### src/rtl/i2s_tx_if.sv
// Sample-pair handshake between an audio producer (master) and i2s_tx (slave).
interface i2s_tx_if #(
  parameter int DW = 24
);
  logic [DW-1:0] ldata;
  logic [DW-1:0] rdata;
  logic          valid;
  logic          ready;

  modport master (output ldata, rdata, valid, input ready);
  modport slave  (input ldata, rdata, valid, output ready);
endinterface

### src/rtl/i2s_tx.sv
// I2S master transmitter: divides clk into sclk/lrclk and shifts a one-deep
// buffered stereo pair out on sdo, MSB first with the standard one-bit delay.
module i2s_tx #(
  parameter int DW         = 24,
  parameter int FRAME_BITS = 32,
  parameter int SCLK_DIV   = 4
) (
  input  logic    clk,
  input  logic    rst,
  i2s_tx_if.slave bus,
  output logic    sclk,
  output logic    lrclk,
  output logic    sdo,
  output logic    underflow
);
  localparam int BW = $clog2(FRAME_BITS);
  localparam int CW = $clog2(SCLK_DIV);
  localparam logic [BW-1:0] K_LAST   = BW'(FRAME_BITS - 1);
  localparam logic [BW-1:0] K_DATA   = BW'(DW);
  localparam logic [CW-1:0] DIV_LAST = CW'(SCLK_DIV - 1);

  typedef enum logic {HOLD_EMPTY, HOLD_FULL} hold_state_t;

  hold_state_t   hold_q, hold_d;
  logic [DW-1:0] hold_l_q, hold_l_d, hold_r_q, hold_r_d;
  logic [DW-1:0] act_l_q, act_l_d, act_r_q, act_r_d;
  logic [DW-1:0] sr_q, sr_d;
  logic [CW-1:0] div_q, div_d;
  logic [BW-1:0] bit_q, bit_d;
  logic          sclk_q, sclk_d, lrclk_q, lrclk_d, sdo_q, sdo_d, uf_q, uf_d;
  logic          wrap, fall, frame_start, accept;

  always_comb begin
    // NOTE: every variable gets its default first, so no path can infer a latch.
    hold_d   = hold_q;
    hold_l_d = hold_l_q;
    hold_r_d = hold_r_q;
    act_l_d  = act_l_q;
    act_r_d  = act_r_q;
    sr_d     = sr_q;
    bit_d    = bit_q;
    sclk_d   = sclk_q;
    lrclk_d  = lrclk_q;
    sdo_d    = sdo_q;
    uf_d     = 1'b0;

    wrap        = (div_q == DIV_LAST);
    fall        = wrap && sclk_q;
    frame_start = fall && (bit_q == K_LAST) && lrclk_q;
    accept      = bus.valid && (hold_q == HOLD_EMPTY);

    div_d = wrap ? '0 : div_q + 1'b1;
    if (wrap) sclk_d = ~sclk_q;

    if (accept) begin
      hold_d   = HOLD_FULL;
      hold_l_d = bus.ldata;
      hold_r_d = bus.rdata;
    end

    if (fall) begin
      bit_d = (bit_q == K_LAST) ? '0 : bit_q + 1'b1;
      if (bit_q == K_LAST) lrclk_d = ~lrclk_q;

      // A same-cycle accept into an empty hold still underflows this frame.
      if (frame_start) begin
        if (hold_q == HOLD_FULL) begin
          act_l_d = hold_l_q;
          act_r_d = hold_r_q;
          hold_d  = HOLD_EMPTY;
        end else begin
          act_l_d = '0;
          act_r_d = '0;
          uf_d    = 1'b1;
        end
      end

      if (bit_d == '0) begin
        sdo_d = 1'b0;
        sr_d  = lrclk_d ? act_r_d : act_l_d;
      end else if (bit_d <= K_DATA) begin
        sdo_d = sr_q[DW-1];
        sr_d  = sr_q << 1;
      end else begin
        sdo_d = 1'b0;
      end
    end
  end

  // NOTE: sequential state uses non-blocking assignments so every flop samples pre-edge values.
  always_ff @(posedge clk or posedge rst) begin
    if (rst) begin
      hold_q   <= HOLD_EMPTY;
      hold_l_q <= '0;
      hold_r_q <= '0;
      act_l_q  <= '0;
      act_r_q  <= '0;
      sr_q     <= '0;
      div_q    <= '0;
      bit_q    <= K_LAST;
      sclk_q   <= 1'b0;
      lrclk_q  <= 1'b1;
      sdo_q    <= 1'b0;
      uf_q     <= 1'b0;
    end else begin
      hold_q   <= hold_d;
      hold_l_q <= hold_l_d;
      hold_r_q <= hold_r_d;
      act_l_q  <= act_l_d;
      act_r_q  <= act_r_d;
      sr_q     <= sr_d;
      div_q    <= div_d;
      bit_q    <= bit_d;
      sclk_q   <= sclk_d;
      lrclk_q  <= lrclk_d;
      sdo_q    <= sdo_d;
      uf_q     <= uf_d;
    end
  end

  assign bus.ready = (hold_q == HOLD_EMPTY);
  assign sclk      = sclk_q;
  assign lrclk     = lrclk_q;
  assign sdo       = sdo_q;
  assign underflow = uf_q;
endmodule

### src/flat_wrapper.sv
// flat-port wrapper written by rule: the top's interface ports become plain ports
module i2s_tx_flat 
#(
  parameter int DW         = 24,
  parameter int FRAME_BITS = 32,
  parameter int SCLK_DIV   = 4
)
  (clk, rst, sclk, lrclk, sdo, underflow, bus_ldata, bus_rdata, bus_valid, bus_ready);
  i2s_tx_if #(.DW(DW)) bus_i ();
  input  logic clk;
  input  logic rst;
  output logic sclk;
  output logic lrclk;
  output logic sdo;
  output logic underflow;
  input wire logic [$bits(bus_i.ldata)-1:0] bus_ldata;
  input wire logic [$bits(bus_i.rdata)-1:0] bus_rdata;
  input wire logic [$bits(bus_i.valid)-1:0] bus_valid;
  output wire logic [$bits(bus_i.ready)-1:0] bus_ready;
  assign bus_i.ldata = bus_ldata;
  assign bus_i.rdata = bus_rdata;
  assign bus_i.valid = bus_valid;
  assign bus_ready = bus_i.ready;
  i2s_tx #(.DW(DW), .FRAME_BITS(FRAME_BITS), .SCLK_DIV(SCLK_DIV)) u_core (.clk(clk), .rst(rst), .bus(bus_i), .sclk(sclk), .lrclk(lrclk), .sdo(sdo), .underflow(underflow));
endmodule
### config.mk
export PLATFORM = sky130hd
export DESIGN_NAME = i2s_tx_flat
export DESIGN_NICKNAME = d
export VERILOG_FILES = /design/src/rtl/i2s_tx_if.sv /design/src/rtl/i2s_tx.sv /design/src/flat_wrapper.sv
export SDC_FILE = /design/constraint.sdc
export NUM_CORES = 1
export LEC_CHECK = 0
export ABC_CLOCK_PERIOD_IN_PS = 4600
export CORE_MARGIN = 2
export CORE_UTILIZATION = 50
export DETAILED_ROUTE_END_ITERATION = 6
export PLACE_DENSITY = 0.71
export SLEW_MARGIN = 25
export SYNTH_ARGS = -nofsm -noshare
export SYNTH_HDL_FRONTEND = slang
export SYNTH_SLANG_ARGS = --single-unit
### constraint.sdc
create_clock -name clk -period 4.6 [get_ports clk]
set_input_delay 0.92 -clock clk [delete_from_list [all_inputs] [get_ports clk]]
set_output_delay 0.92 -clock clk [all_outputs]
set_load 0.01 [all_outputs]
==> results, run 1 <==
- The post-synthesis share of cell area spent on xor and xnor gates is 0.708%.
- The final-stage net count is 631.
- In the post-synthesis netlist, the cell with the most instances is sky130_fd_sc_hd__dfrtp_1.
- The number of enable flip-flop cells after synthesis is 0.
- The setup clock skew after layout is 0.00573 ns.
- In this run the clock root is driven by a sky130_fd_sc_hd__clkbuf_16.
- The full die area is 12900 µm².
- The simple-gate share of the synthesized area is 12.4%.
- The number of placement rows is 40.
- The number of instances in the placed design is 704.
- The number of diodes added for antenna fixing is 0.
- The number of global-route vias before repair is 4148.
- The max-slew violation count is 0.
- The worst hold slack is 0.432 ns.
- Setup repair after global routing left no endpoint under its margin.
- The leakage power total is 3.16 nW.
- The total routing resource utilization after global routing is 19.9%.
- By area the synthesized netlist is led by sky130_fd_sc_hd__dfrtp_1 (52%), sky130_fd_sc_hd__mux2_2 (9.0%), sky130_fd_sc_hd__mux2i_1 (7.8%).
- Gates resized during post-CTS repair numbered 0.
- Clock tree synthesis inserted a total of 17 buffers.
- The final period demand of the worst path is 2.89 ns.
- The largest individual stage delay along the critical path comes from the cell sky130_fd_sc_hd__a221oi_2.
- The final route contains 4183 vias.
- The die boundary height is 114 µm.
- Ranked by instance count, the synthesized netlist is headed by sky130_fd_sc_hd__dfrtp_1 (126), sky130_fd_sc_hd__nand2_1 (101), sky130_fd_sc_hd__mux2_2 (48), sky130_fd_sc_hd__nand3_1 (48), sky130_fd_sc_hd__mux2i_1 (47).
- The floorplan step defined a core boundary enclosing 11900 µm².
- Synthesis produced 534 cells.
- The final layout contains routed wiring with a total length of 11800 µm.
- Setup total negative slack on the finished layout was measured at 0 ns.
- The fmax is 346 MHz.
- In this run the worst hold path is classified as register to register.
- Compared with the post-synthesis result, the final layout area differs by 20.0%.
- The number of non-filler instances in the completed layout is 736.
- In this run the biggest area consumer among cell types represents 52.5% of the synthesized area.
- The total power divided by cell area is 427 nW/µm².
- The flow ran to the end, and the final reports show no timing, DRC or antenna violations.
- The later pin in the worst-skew pair is clocked with a latency of 0.42 ns.
- The wire length of the first global-routing pass is 20200 µm.
- The largest fanout of any net on the critical path is 13.
- The category of the critical setup timing path is register to register.
- Across the VDD grid, the largest voltage drop is 0.000248 V.
- Buffers added to address setup during post-CTS repair amount to 0.
- The total of max-cap violations is 0.
- The number of hold buffers added after CTS is 0.
- After synthesis, the share of flip-flops with an asynchronous set or reset is 100%.
- The number of search-and-repair iterations in the first detailed-routing pass is 5.
- Input and output buffers added on the ports amount to 55.
- The DRC violation count after routing is 0.
- The pin slew with the least headroom to its limit is 0.949 ns.
- The die boundary width is 114 µm.
- The netlist uses 39 different library cells.
- The delay contributed by the slowest stage of the critical path is 0.77 ns.
- Counting flops and latches in the post-synthesis netlist gives 132.
- Sequential elements use 55.1% of the synthesized area.
- Measured against its own limit, the worst slew margin works out to 36.7%.
- Of the available clock period, the critical path in the final layout requires 62.9%.
- The final hold violation count came to 0.
- The CTS H-tree depth is 4.
- The fraction of the mapped netlist area in adder cells is 0.833%.
- The worst path arrival time is 3.12 ns.
- The number of clock sinks seen by CTS is 132.
- After synthesis the cells add up to 6010 µm².
- Entering global routing, the biggest net connects 81 pins.
- Clock-pin slew was measured on the worst setup and hold paths at 0.05 ns.
- The leftover overflow at the end of global routing is 0.
- Traced cell by cell, the critical path runs through ha_1, and3_1, ha_1, nor2b_1, a41o_1, a221oi_2, buf_4, a222oi_1.
- The layout cell share with drive strength beyond 1 is 17.1%.
- Setup violations remaining at the end of the flow were counted as 0.
- Using the TritonRoute via totals, the vias-per-cell ratio works out to 5.68.
- The initial antenna violation count is 0.
- The cell that appears most often on the critical path is sky130_fd_sc_hd__ha_1.
- The kind of cell with the highest combined delay along the critical path is compound AO/OA/AOI/OAI gates.
- The main combinational cell family by area after synthesis is multiplexers.
- The total of warnings raised by yosys is 0.
- STA classifies the critical path endpoint as a register.
- STA classifies the critical path startpoint as a register.
- The average instance in the mapped netlist occupies 11.3 µm².
- For this configuration, the core starts out at a cell density of 50.7%.
- The number of buffers and inverters on the critical path is 1.
- For the worst setup path, the data required time is 4.83 ns.
- TritonCTS built the clock tree.
- Summed over all nets, the half-perimeter wirelength after detailed placement is 7340 µm.
- The longest clock path from root to sink contains 2 buffers.
- The number of routed nets with antenna violations is 0.
- The number of nets in the synthesized netlist is 589.
- The largest area contributor in the netlist is sky130_fd_sc_hd__dfrtp_1.
- The fraction of synthesized area in multiplexers is 16.8%.
- The starting DRC count in detailed routing is 334.
- The top flip-flop cell by instance count after synthesis is sky130_fd_sc_hd__dfrtp_1.
- The final estimated routing congestion in global placement is 0.738.
- In the final routed layout, each cell accounts on average for 16.1 µm.
- Summing the areas of all compound-gate instances in the mapped netlist gives 9.02% of the synthesized area.
- In this run the count of I/O pins placed on the die edge is 56.
## layout by cell type, fill, tap and decap left out, drive strengths merged, types with 5 or more instances in the layout
| cell type | Yosys | routed |
|---|---|---|
| buf | 20 | 9 |
| dfrtp | 126 | 126 |
| a222oi | 23 | 23 |
| clkbuf | 21 | 22 |
| o22a | 23 | 23 |
| nor2 | 5 | 5 |
| dfstp | 6 | 6 |
| o21ai | 7 | 7 |
| inv | 27 | 27 |
| nand3 | 48 | 48 |
| mux2i | 47 | 47 |
| clkdlybuf4s50 | 0 | 55 |
| nand2 | 102 | 102 |
| clkinv | 0 | 6 |
| mux2 | 48 | 48 |
## flip-flops by register name (all words and copies together), names as in the netlist
| register | count |
|---|---|
| u_core.lrclk | 1 |
| u_core.underflow | 1 |
| u_core.act_l_q | 24 |
| u_core.act_r_q | 24 |
| u_core.sdo | 1 |
| u_core.div_q | 2 |
| u_core.sr_q | 24 |
| u_core.hold_r_q | 24 |
| u_core.hold_q | 1 |
| u_core.hold_l_q | 24 |
| u_core.sclk | 1 |
| u_core.bit_q | 5 |
## routing by layer
metal  vias to the layer above  global-route usage (%)  share of wire [%]  wire length [µm]
met5                         -                       0                  0                 0
met4                         0                    7.64               0.90               106
met3                         9                    5.15                4.7               553
met2                       107                    30.8                 48              5660
met1                      2094                    27.2                 47              5520
li1                       1973                       -                  -                 -
## layout make-up
| cell class | count | area [µm²] |
|---|---|---|
| Inverter | 27 | 106 |
| Tap cell | 147 | 184 |
| Multi-Input combinational cell | 334 | 2410 |
| Timing Repair Buffer | 64 | 618 |
| Clock buffer | 22 | 474 |
| Fill cell | 968 | 4650 |
| Sequential cell | 132 | 3310 |
| Clock inverter | 10 | 105 |
## kinds of logic after synthesis
family                   count (synthesis)
AND/OR/NAND/NOR                        170
flip-flops                             132
multiplexers                            95
buffers and inverters                   68
AO/OA/AOI/OAI                           61
XOR/XNOR                                 4
adder cells (fa/ha/maj)                  4
## power by group
group	internal (W)	switching, W	leakage (nW)
combinational	0.000195	0.000108	1.17
clock	0.000833	0.000471	0.285
sequential	0.00133	0.000145	1.71
## stage by stage
step                utilization [%]  power [W]  area, µm²  worst slack [ns]
global placement               55.9    0.00177       6630              1.62
finish                         60.8    0.00308       7210              1.71
detailed placement             55.9    0.00180       6630              1.53
floorplan                         -    0.00166       6010             0.164
CTS                            60.8    0.00311       7210              1.74
global route                   60.8    0.00322       7210              1.55
## path summary, 6_finish.rpt
| check | startpoint | end | slack (ns) | depth (start not counted) |
|---|---|---|---|---|
| setup / recovery | u_core.bit_q[0] | u_core.sr_q[14] | 1.71 | 8 |
| hold / removal | u_core.div_q[0] | u_core.div_q[0] | 0.43 | 1 |
| setup reg to reg | u_core.bit_q[0] | u_core.sr_q[14] | 1.71 | 8 |
| hold reg to reg | u_core.div_q[0] | u_core.div_q[0] | 0.43 | 1 |
| max in group asynchronous | rst | u_core.bit_q[4] | 2.67 | 3 |
| min in group asynchronous | rst | u_core.act_l_q[3] | 1.01 | 2 |
Note: power is estimated with default switching activity, not from simulation.
==> run 2, diff against run 1 <==
--- a/config.mk
+++ b/config.mk
@@ -5,7 +5,7 @@
 export SDC_FILE = /design/constraint.sdc
 export NUM_CORES = 1
 export LEC_CHECK = 0
-export ABC_CLOCK_PERIOD_IN_PS = 4600
+export ABC_CLOCK_PERIOD_IN_PS = 2390
 export CORE_MARGIN = 2
 export CORE_UTILIZATION = 50
 export DETAILED_ROUTE_END_ITERATION = 6
==> constraint.sdc (replaced) <==
create_clock -name clk -period 2.39 [get_ports clk]
set_input_delay 0.478 -clock clk [delete_from_list [all_inputs] [get_ports clk]]
set_output_delay 0.478 -clock clk [all_outputs]
set_load 0.01 [all_outputs]
==> run 2 against run 1 <==
The run now ends with DRC left. Global-route usage up 0.19 points. Register-to-register slack worse by 1.7 ns. Combinational power increased by 97%. Final area is 5.2% higher. Non-clock buffer count increased by 18. Sequential share of layout area decreased by 2.3 points. Critical path depth did not move. Sequential cell count is the same. Worst hold slack improved by 0.013 ns. Critical endpoint is now u_core.sr_q[16]. Largest power group unchanged.
==> results, run 2 (same netlist as run 1, synthesis figures left out) <==
- The flow ran to the end, but the final reports show violations.
- The final reports fail on DRC.
- The number of clock sinks seen by CTS is 132 (unchanged).
- The total power divided by cell area is 802 nW/µm² (+88%).
- The number of diodes added for antenna fixing is 0 (unchanged).
- The worst path arrival time is 2.65 ns (-0.47 ns).
- The standard cell core area came to 11900 µm² (unchanged).
- The final core utilization is 63.9% (+3.1 points).
- The die boundary width is 114 µm (unchanged).
- The worst setup path is of the register to register kind.
- The relative slew slack came to 64.9% (+28 points).
- The clock network latency to the later pin of the worst-skew pair came to 0.42 ns (about the same).
- The endpoint kind of the worst setup timing path is a register.
- Clock tree synthesis selected as its root buffer the cell sky130_fd_sc_hd__clkbuf_16.
- The layout cell share with drive strength beyond 1 is 20.4% (+3.3 points).
- The power share of the combinational group came to 9.8% (about the same).
- The DRC violation count after routing is 3 (+3).
- The starting DRC count in detailed routing is 235 (-30%).
- The total routing resource utilization after global routing was 20.1% (+0.19 points).
- The type of the tightest min-delay check is register to register.
- The net switching share of the total power is 22.9% (-0.56 points).
- The max-slew violation count came to 0 (unchanged).
- Setup repair after global routing could not meet its margin everywhere.
- The layout-stage area growth over the synthesis result is 26.2%.
- The leftover overflow at the end of global routing was 0 (unchanged).
- The sum of negative setup slack is 0 ns (unchanged).
- The placed instance area was 6790 µm² (+2.5%).
- The maximum number of pins on one net before global-route repair was 74 (-8.6%).
- The CTS buffer count is 17 (unchanged).
- The deepest clock path buffer count was 2 (unchanged).
- The final estimated routing congestion in global placement is 0.746 (+1.1%).
- The delay contributed by the slowest stage of the critical path is 0.56 ns (-0.21 ns).
- The total of max-cap violations is 0 (unchanged).
- The CTS H-tree depth is 4 (unchanged).
- The average routed wire per standard cell was 16.4 µm (+2.1%).
- The setup clock skew after layout is 0.00834 ns (+0.00260 ns).
- The critical path goes through ha_2, and3_4, ha_2, and4_4, nand2_4, buf_6, o22a_1, a222oi_1.
- The number of I/O pins is 56 (unchanged).
- The detailed-route via count is 4256 (+1.7%).
- The quantity of I/O buffers inserted on ports is 55 (unchanged).
- The total power is 0.00608 W (+97%).
- The number of placement rows is 40 (unchanged).
- The fraction of power consumed by sequential logic came to 46.8% (-1.0 points).
- The number of instances in the placed design is 716 (+1.7%).
- TritonCTS built the clock tree.
- The kind of launch point of the worst setup path is a register.
- The final hold violation count came to 0 (unchanged).
- The most used cell along the critical path is sky130_fd_sc_hd__ha_2.
- The final clock period utilization by the worst path is 98.2% (+35 points).
- The final-stage net count is 649 (+2.9%).
- The clock-pin slew on the worst setup and hold paths came to 0.06 ns (about the same).
- The master of the slowest instance on the critical path is sky130_fd_sc_hd__dfstp_2.
- The final HPWL from detailed placement is 7620 µm (+3.7%).
- The die boundary height is 114 µm (unchanged).
- The fmax is 426 MHz (+23%).
- The ratio of routed vias to standard cells came to 5.64 (-0.68%).
- The number of non-filler instances in the completed layout is 754 (+2.4%).
- The overall routed net length is 12400 µm (+4.6%).
- The initial standard-cell utilization of the core came to 50.7% (unchanged).
- The pin slew with the least headroom to its limit was 0.527 ns (-0.422 ns).
- The data required time at the worst endpoint is 2.69 ns (-2.14 ns).
- The number of global-route vias before repair is 4243 (+2.3%).
- The switching power summed over all nets was 0.00140 W (+93%).
- The worst setup slack for register-to-register paths is 0.04 ns (-1.67 ns).
- The largest fanout of any net on the critical path is 9 (-4).
- The number of endpoints failing setup at the final stage is 0 (unchanged).
- The final period demand of the worst path is 2.35 ns (-0.544 ns).
- Leaving out fill and tap cells, the most frequent cells in the layout are sky130_fd_sc_hd__dfrtp_1 (125), sky130_fd_sc_hd__nand2_1 (101), sky130_fd_sc_hd__clkdlybuf4s50_1 (55), sky130_fd_sc_hd__mux2_2 (48), sky130_fd_sc_hd__nand3_1 (48).
- The clock network power share is 43.4% (+1.1 points).
- The leakage power total is 3.30 nW (+4.3%).
- The initial antenna violation count is 0 (unchanged).
- The post-route standard cell area excluding fillers is 7580 µm² (+5.2%).
- The number of search-and-repair iterations in the first detailed-routing pass came to 7 (+2).
- The total internal power is 0.00469 W (+99%).
- The wire length of the first global-routing pass is 20400 µm (+1.0%).
- The full die area is 12900 µm² (unchanged).
- Leaving out fill and tap cells, the most frequent cell in the layout is sky130_fd_sc_hd__dfrtp_1.
- The number of routed nets with antenna violations is 0 (unchanged).
- The highest ir drop seen on vdd was 0.000526 V (+110%).
## run 2: changes by cell type in the layout (fill, tap and decap cells not counted), sizes merged
cell | previous run | this run
bufinv | 2 | 3
clkinv | 6 | 2
buf | 9 | 24
clkinvlp | 2 | 4
clkbuf | 22 | 27
inv | 27 | 26
## run 2: metrics by stage
step | worst slack, ns | hold WS, ns
finish | 0.0423 | 0.445
detailed placement | -0.0126 | 0.432
CTS | 0.0194 | 0.440
global route | -0.0486 | 0.475
global placement | 0.0639 | 0.414
floorplan | 0.0595 | 0.403
## run 2: final timing paths
path / start / to / depth (start not counted)
setup / recovery: u_core.bit_q[0] / u_core.sr_q[16] / 8
hold / removal: u_core.div_q[0] / u_core.div_q[0] / 1
setup reg to reg: u_core.bit_q[0] / u_core.sr_q[16] / 8
hold reg to reg: u_core.div_q[0] / u_core.div_q[0] / 1
max in group asynchronous: rst / u_core.bit_q[4] / 3
min in group asynchronous: rst / u_core.sr_q[2] / 3
## run 2: final cells by class
class	count	area [µm²]
fillers	954	4280
flip-flops and latches	132	3310
multi-input cells	334	2440
repair buffers	82	927
clock buffers	24	492
well taps	147	184
clock inverters	8	123
inverters	27	105
## run 2: routing by layer
| metal | vias up | part of all wire (%) | global-route usage [%] |
|---|---|---|---|
| met2 | 92 | 50 | 32.4 |
| li1 | 2005 | - | - |
| met3 | 12 | 4.0 | 4.94 |
| met4 | 0 | 1.1 | 7.89 |
| met1 | 2147 | 45 | 26.4 |
| met5 | - | 0 | 0 |
## run 2: timing repair
item	CTS	global route
hold buffers	0	0
setup endpoints to repair	10	23
gates cloned	0	3
buffers inserted	0	3
gates resized for setup	1	17
pin swaps	0	7
## run 2: worst max-delay path, delay by kind of cell (launching register included)
kind	cells	cell delay, ns
flip-flops	1	0.56
adder cells (fa/ha/maj)	2	0.39
AO/OA/AOI/OAI	2	0.52
AND/OR/NAND/NOR	3	0.58
buffers and inverters	1	0.17
## run 2: power by group through the flow
stage               Sequential [W]  Clock [W]  Combinational, W
floorplan                  0.00276          0          0.000446
global placement           0.00287          0          0.000574
detailed placement         0.00288          0          0.000605
CTS                        0.00284    0.00268          0.000609
global route               0.00289    0.00279          0.000666
finish                     0.00284    0.00264          0.000597
==> run 3, diff against run 2 <==
--- a/config.mk
+++ b/config.mk
@@ -9,7 +9,7 @@
 export CORE_MARGIN = 2
 export CORE_UTILIZATION = 50
 export DETAILED_ROUTE_END_ITERATION = 6
-export PLACE_DENSITY = 0.71
+export PLACE_DENSITY = 0.73
 export SLEW_MARGIN = 25
 export SYNTH_ARGS = -nofsm -noshare
 export SYNTH_HDL_FRONTEND = slang
==> run 3 against run 2 <==
The run now ends clean. Sequential share of layout area about the same. Sequential power about the same. Clock power down 4%. Power down 1.7%. Clock skew up 0.00096 ns. Global-route usage up 1.2 points. Final cell count up 0.27%. Routed wire length up 4.8%. Critical path type unchanged.
==> results, run 3 (same netlist as run 1, synthesis figures left out) <==
- The final hold violation count is 0 (unchanged).
- The detailed-route via count is 4386 (+3.1%).
- The die boundary width was 114 µm (unchanged).
- The full die area is 12900 µm² (unchanged).
- The highest ir drop seen on vdd was 0.000572 V (+8.8%).
- In this run the most used layer during global routing was met2.
- The final HPWL from detailed placement is 7610 µm (about the same).
- The initial antenna violation count came to 0 (unchanged).
- The final clock period utilization by the worst path is 98.2% (about the same).
- The critical path buffer and inverter count is 2 (+1).
- The met3 global-route usage was 5.74% (+0.80 points).
- The initial standard-cell utilization of the core is 50.7% (unchanged).
- The sum of negative setup slack was 0 ns (unchanged).
- The post-placement setup slack was -0.0617 ns (-0.0491 ns).
- The final-stage net count is 651 (+0.31%).
- The number of endpoints failing setup at the final stage is 0 (unchanged).
- The data required time at the worst endpoint is 2.70 ns (about the same).
- The cell chosen for the clock root is sky130_fd_sc_hd__clkbuf_16.
- The flow ran to the end, and the final reports show no timing, DRC or antenna violations.
- The max-slew violation count is 0 (unchanged).
- The overall routed net length came to 13000 µm (+4.8%).
- The fmax came to 426 MHz (about the same).
- The layout cell share with drive strength beyond 1 came to 20.9% (+0.43 points).
- The final core utilization is 63.9% (about the same).
- The final period demand of the worst path is 2.35 ns (+0.000294 ns).
- The worst setup path is captured at a register.
- The layout filler cell count is 873 (-8.5%).
- The delay contributed by the slowest stage of the critical path is 0.55 ns (about the same).
- The pin slew with the least headroom to its limit is 0.410 ns (-0.117 ns).
- The deepest clock path buffer count is 2 (unchanged).
- The final estimated routing congestion in global placement is 0.761 (+2.0%).
- For this design, the slowest cell found on the critical path is sky130_fd_sc_hd__dfstp_2.
- The leftover overflow at the end of global routing is 0 (unchanged).
- The total routing resource utilization after global routing is 21.3% (+1.2 points).
- The die boundary height is 114 µm (unchanged).
- The layout-stage area growth over the synthesis result is 26.0% (about the same).
- The number of I/O pins was 56 (unchanged).
- In the layout the commonest cells are sky130_fd_sc_hd__dfrtp_1 (125), sky130_fd_sc_hd__nand2_1 (101), sky130_fd_sc_hd__clkdlybuf4s50_1 (55), sky130_fd_sc_hd__mux2_2 (48), sky130_fd_sc_hd__nand3_1 (48).
- The leakage power total is 3.29 nW (-0.26%).
- The relative slew slack is 72.7% (+7.8 points).
- The worst setup path is launched from a register.
- The CTS H-tree depth was 4 (unchanged).
- The number of diodes added for antenna fixing is 0 (unchanged).
- The number of global-route vias before repair is 4426 (+4.3%).
- The number of clock sinks seen by CTS is 132 (unchanged).
- The wire length of the first global-routing pass was 21600 µm (+5.7%).
- The global routing usage on met1 was 27.7% (+1.2 points).
- The number of placement rows is 40 (unchanged).
- The largest fanout of any net on the critical path was 5 (-4).
- The total of max-cap violations came to 0 (unchanged).
- The number of search-and-repair iterations in the first detailed-routing pass is 7 (unchanged).
- The worst hold slack is 0.427 ns (-0.0178 ns).
- The number of routed nets with antenna violations is 0 (unchanged).
- The total power divided by cell area came to 789 nW/µm² (-1.6%).
- The maximum number of pins on one net before global-route repair is 74 (unchanged).
- The global routing met2 resource utilization came to 35.0% (+2.6 points).
- The ratio of routed vias to standard cells is 5.80 (+2.8%).
- The standard cell core area is 11900 µm² (unchanged).
- The setup clock skew after layout is 0.00930 ns (+0.000959 ns).
- The worst setup path is of the register to register kind.
- The total power was 0.00598 W (-1.7%).
- The commonest non-fill, non-tap cell in the layout is sky130_fd_sc_hd__dfrtp_1.
- Traced cell by cell, the critical path runs through ha_2, and3_4, ha_4, xor2_4, buf_12, buf_16, mux2i_1, o22a_1, a222oi_1.
- The quantity of I/O buffers inserted on ports is 55 (unchanged).
- The average routed wire per standard cell is 17.2 µm (+4.5%).
- The clock network latency to the later pin of the worst-skew pair was 0.43 ns (about the same).
- The CTS buffer count is 17 (unchanged).
- The min-delay analysis places its worst path in the category register to register.
- The DRC violation count after routing is 0 (-3).
- The TritonCTS clock tree is yes.
- The kind of cell with the highest combined delay on the critical path is compound AO/OA/AOI/OAI gates.
- The worst setup margin is 0.0421 ns (-0.000294 ns).
- The worst path arrival time is 2.66 ns (about the same).
- Setup repair after global routing could not meet its margin everywhere.
- The clock-pin slew on the worst setup and hold paths is 0.06 ns (about the same).
- The starting DRC count in detailed routing is 436 (+86%).
[run 3: changes by cell type in the layout (fill, tap and decap cells not counted), sizes merged]
cell and delta:
bufinv -1, buf +1, clkbuf -6, clkinvlp +2, inv +3, clkinv +3
[run 3: metal layers]
layer | vias to the layer above | share of wire [%] | routed length, µm
met5 | - | 0 | 0
met4 | 0 | 1.4 | 178
met3 | 17 | 5.4 | 705
met2 | 125 | 49 | 6390
met1 | 2226 | 44 | 5700
li1 | 2018 | - | -
[run 3: path summary, 6_finish.rpt]
path / startpoint / endpoint / slack [ns] / cells past startpoint
worst max-delay path: u_core.bit_q[0] / u_core.sr_q[1] / 0.04 / 9
worst min-delay path: u_core.div_q[0] / u_core.div_q[0] / 0.43 / 1
worst max register to register: u_core.bit_q[0] / u_core.sr_q[1] / 0.04 / 9
worst min register to register: u_core.div_q[0] / u_core.div_q[0] / 0.43 / 1
max in group asynchronous: rst / u_core.bit_q[2] / 1.51 / 3
min in group asynchronous: rst / u_core.act_l_q[1] / 0.51 / 3
[run 3: timing repair]
item / in CTS / in global routing
gates resized for setup: 8 / 3
hold buffers: 0 / 0
endpoints found under the setup margin: 23 / 24
gates cloned: 1 / 4
buffers inserted: 1 / 2
pin swaps: 1 / 6
[run 3: power by group]
group / total, W / internal, W / switching, W
Clock: 0.00253 / 0.00154 / 0.000997
Sequential: 0.00285 / 0.00256 / 0.000289
Combinational: 0.000601 / 0.000384 / 0.000217
[run 3: final cells by class]
type	instances	area (µm²)	area share [%]
flip-flops and latches	132	3310	43.7
clock buffers	17	425	5.62
repair buffers	84	948	12.5
well taps	147	184	2.43
inverters	27	105	1.39
clock inverters	15	156	2.06
multi-input cells	334	2440	32.3
[run 3: worst register-to-register path, delay by kind of cell, from the launching register on]
kind	cells	cell delay, ns
adder cells (fa/ha/maj)	2	0.35
flip-flops	1	0.55
AND/OR/NAND/NOR	1	0.21
buffers and inverters	2	0.31
XOR/XNOR	1	0.19
AO/OA/AOI/OAI	2	0.56
multiplexers	1	0.08
[run 3: per-stage QoR]
step	instances	area [µm²]
after floorplan	534	6010
after global placement	716	6780
after detailed placement	716	6780
after CTS	750	7460
after global routing	756	7570
final	756	7570
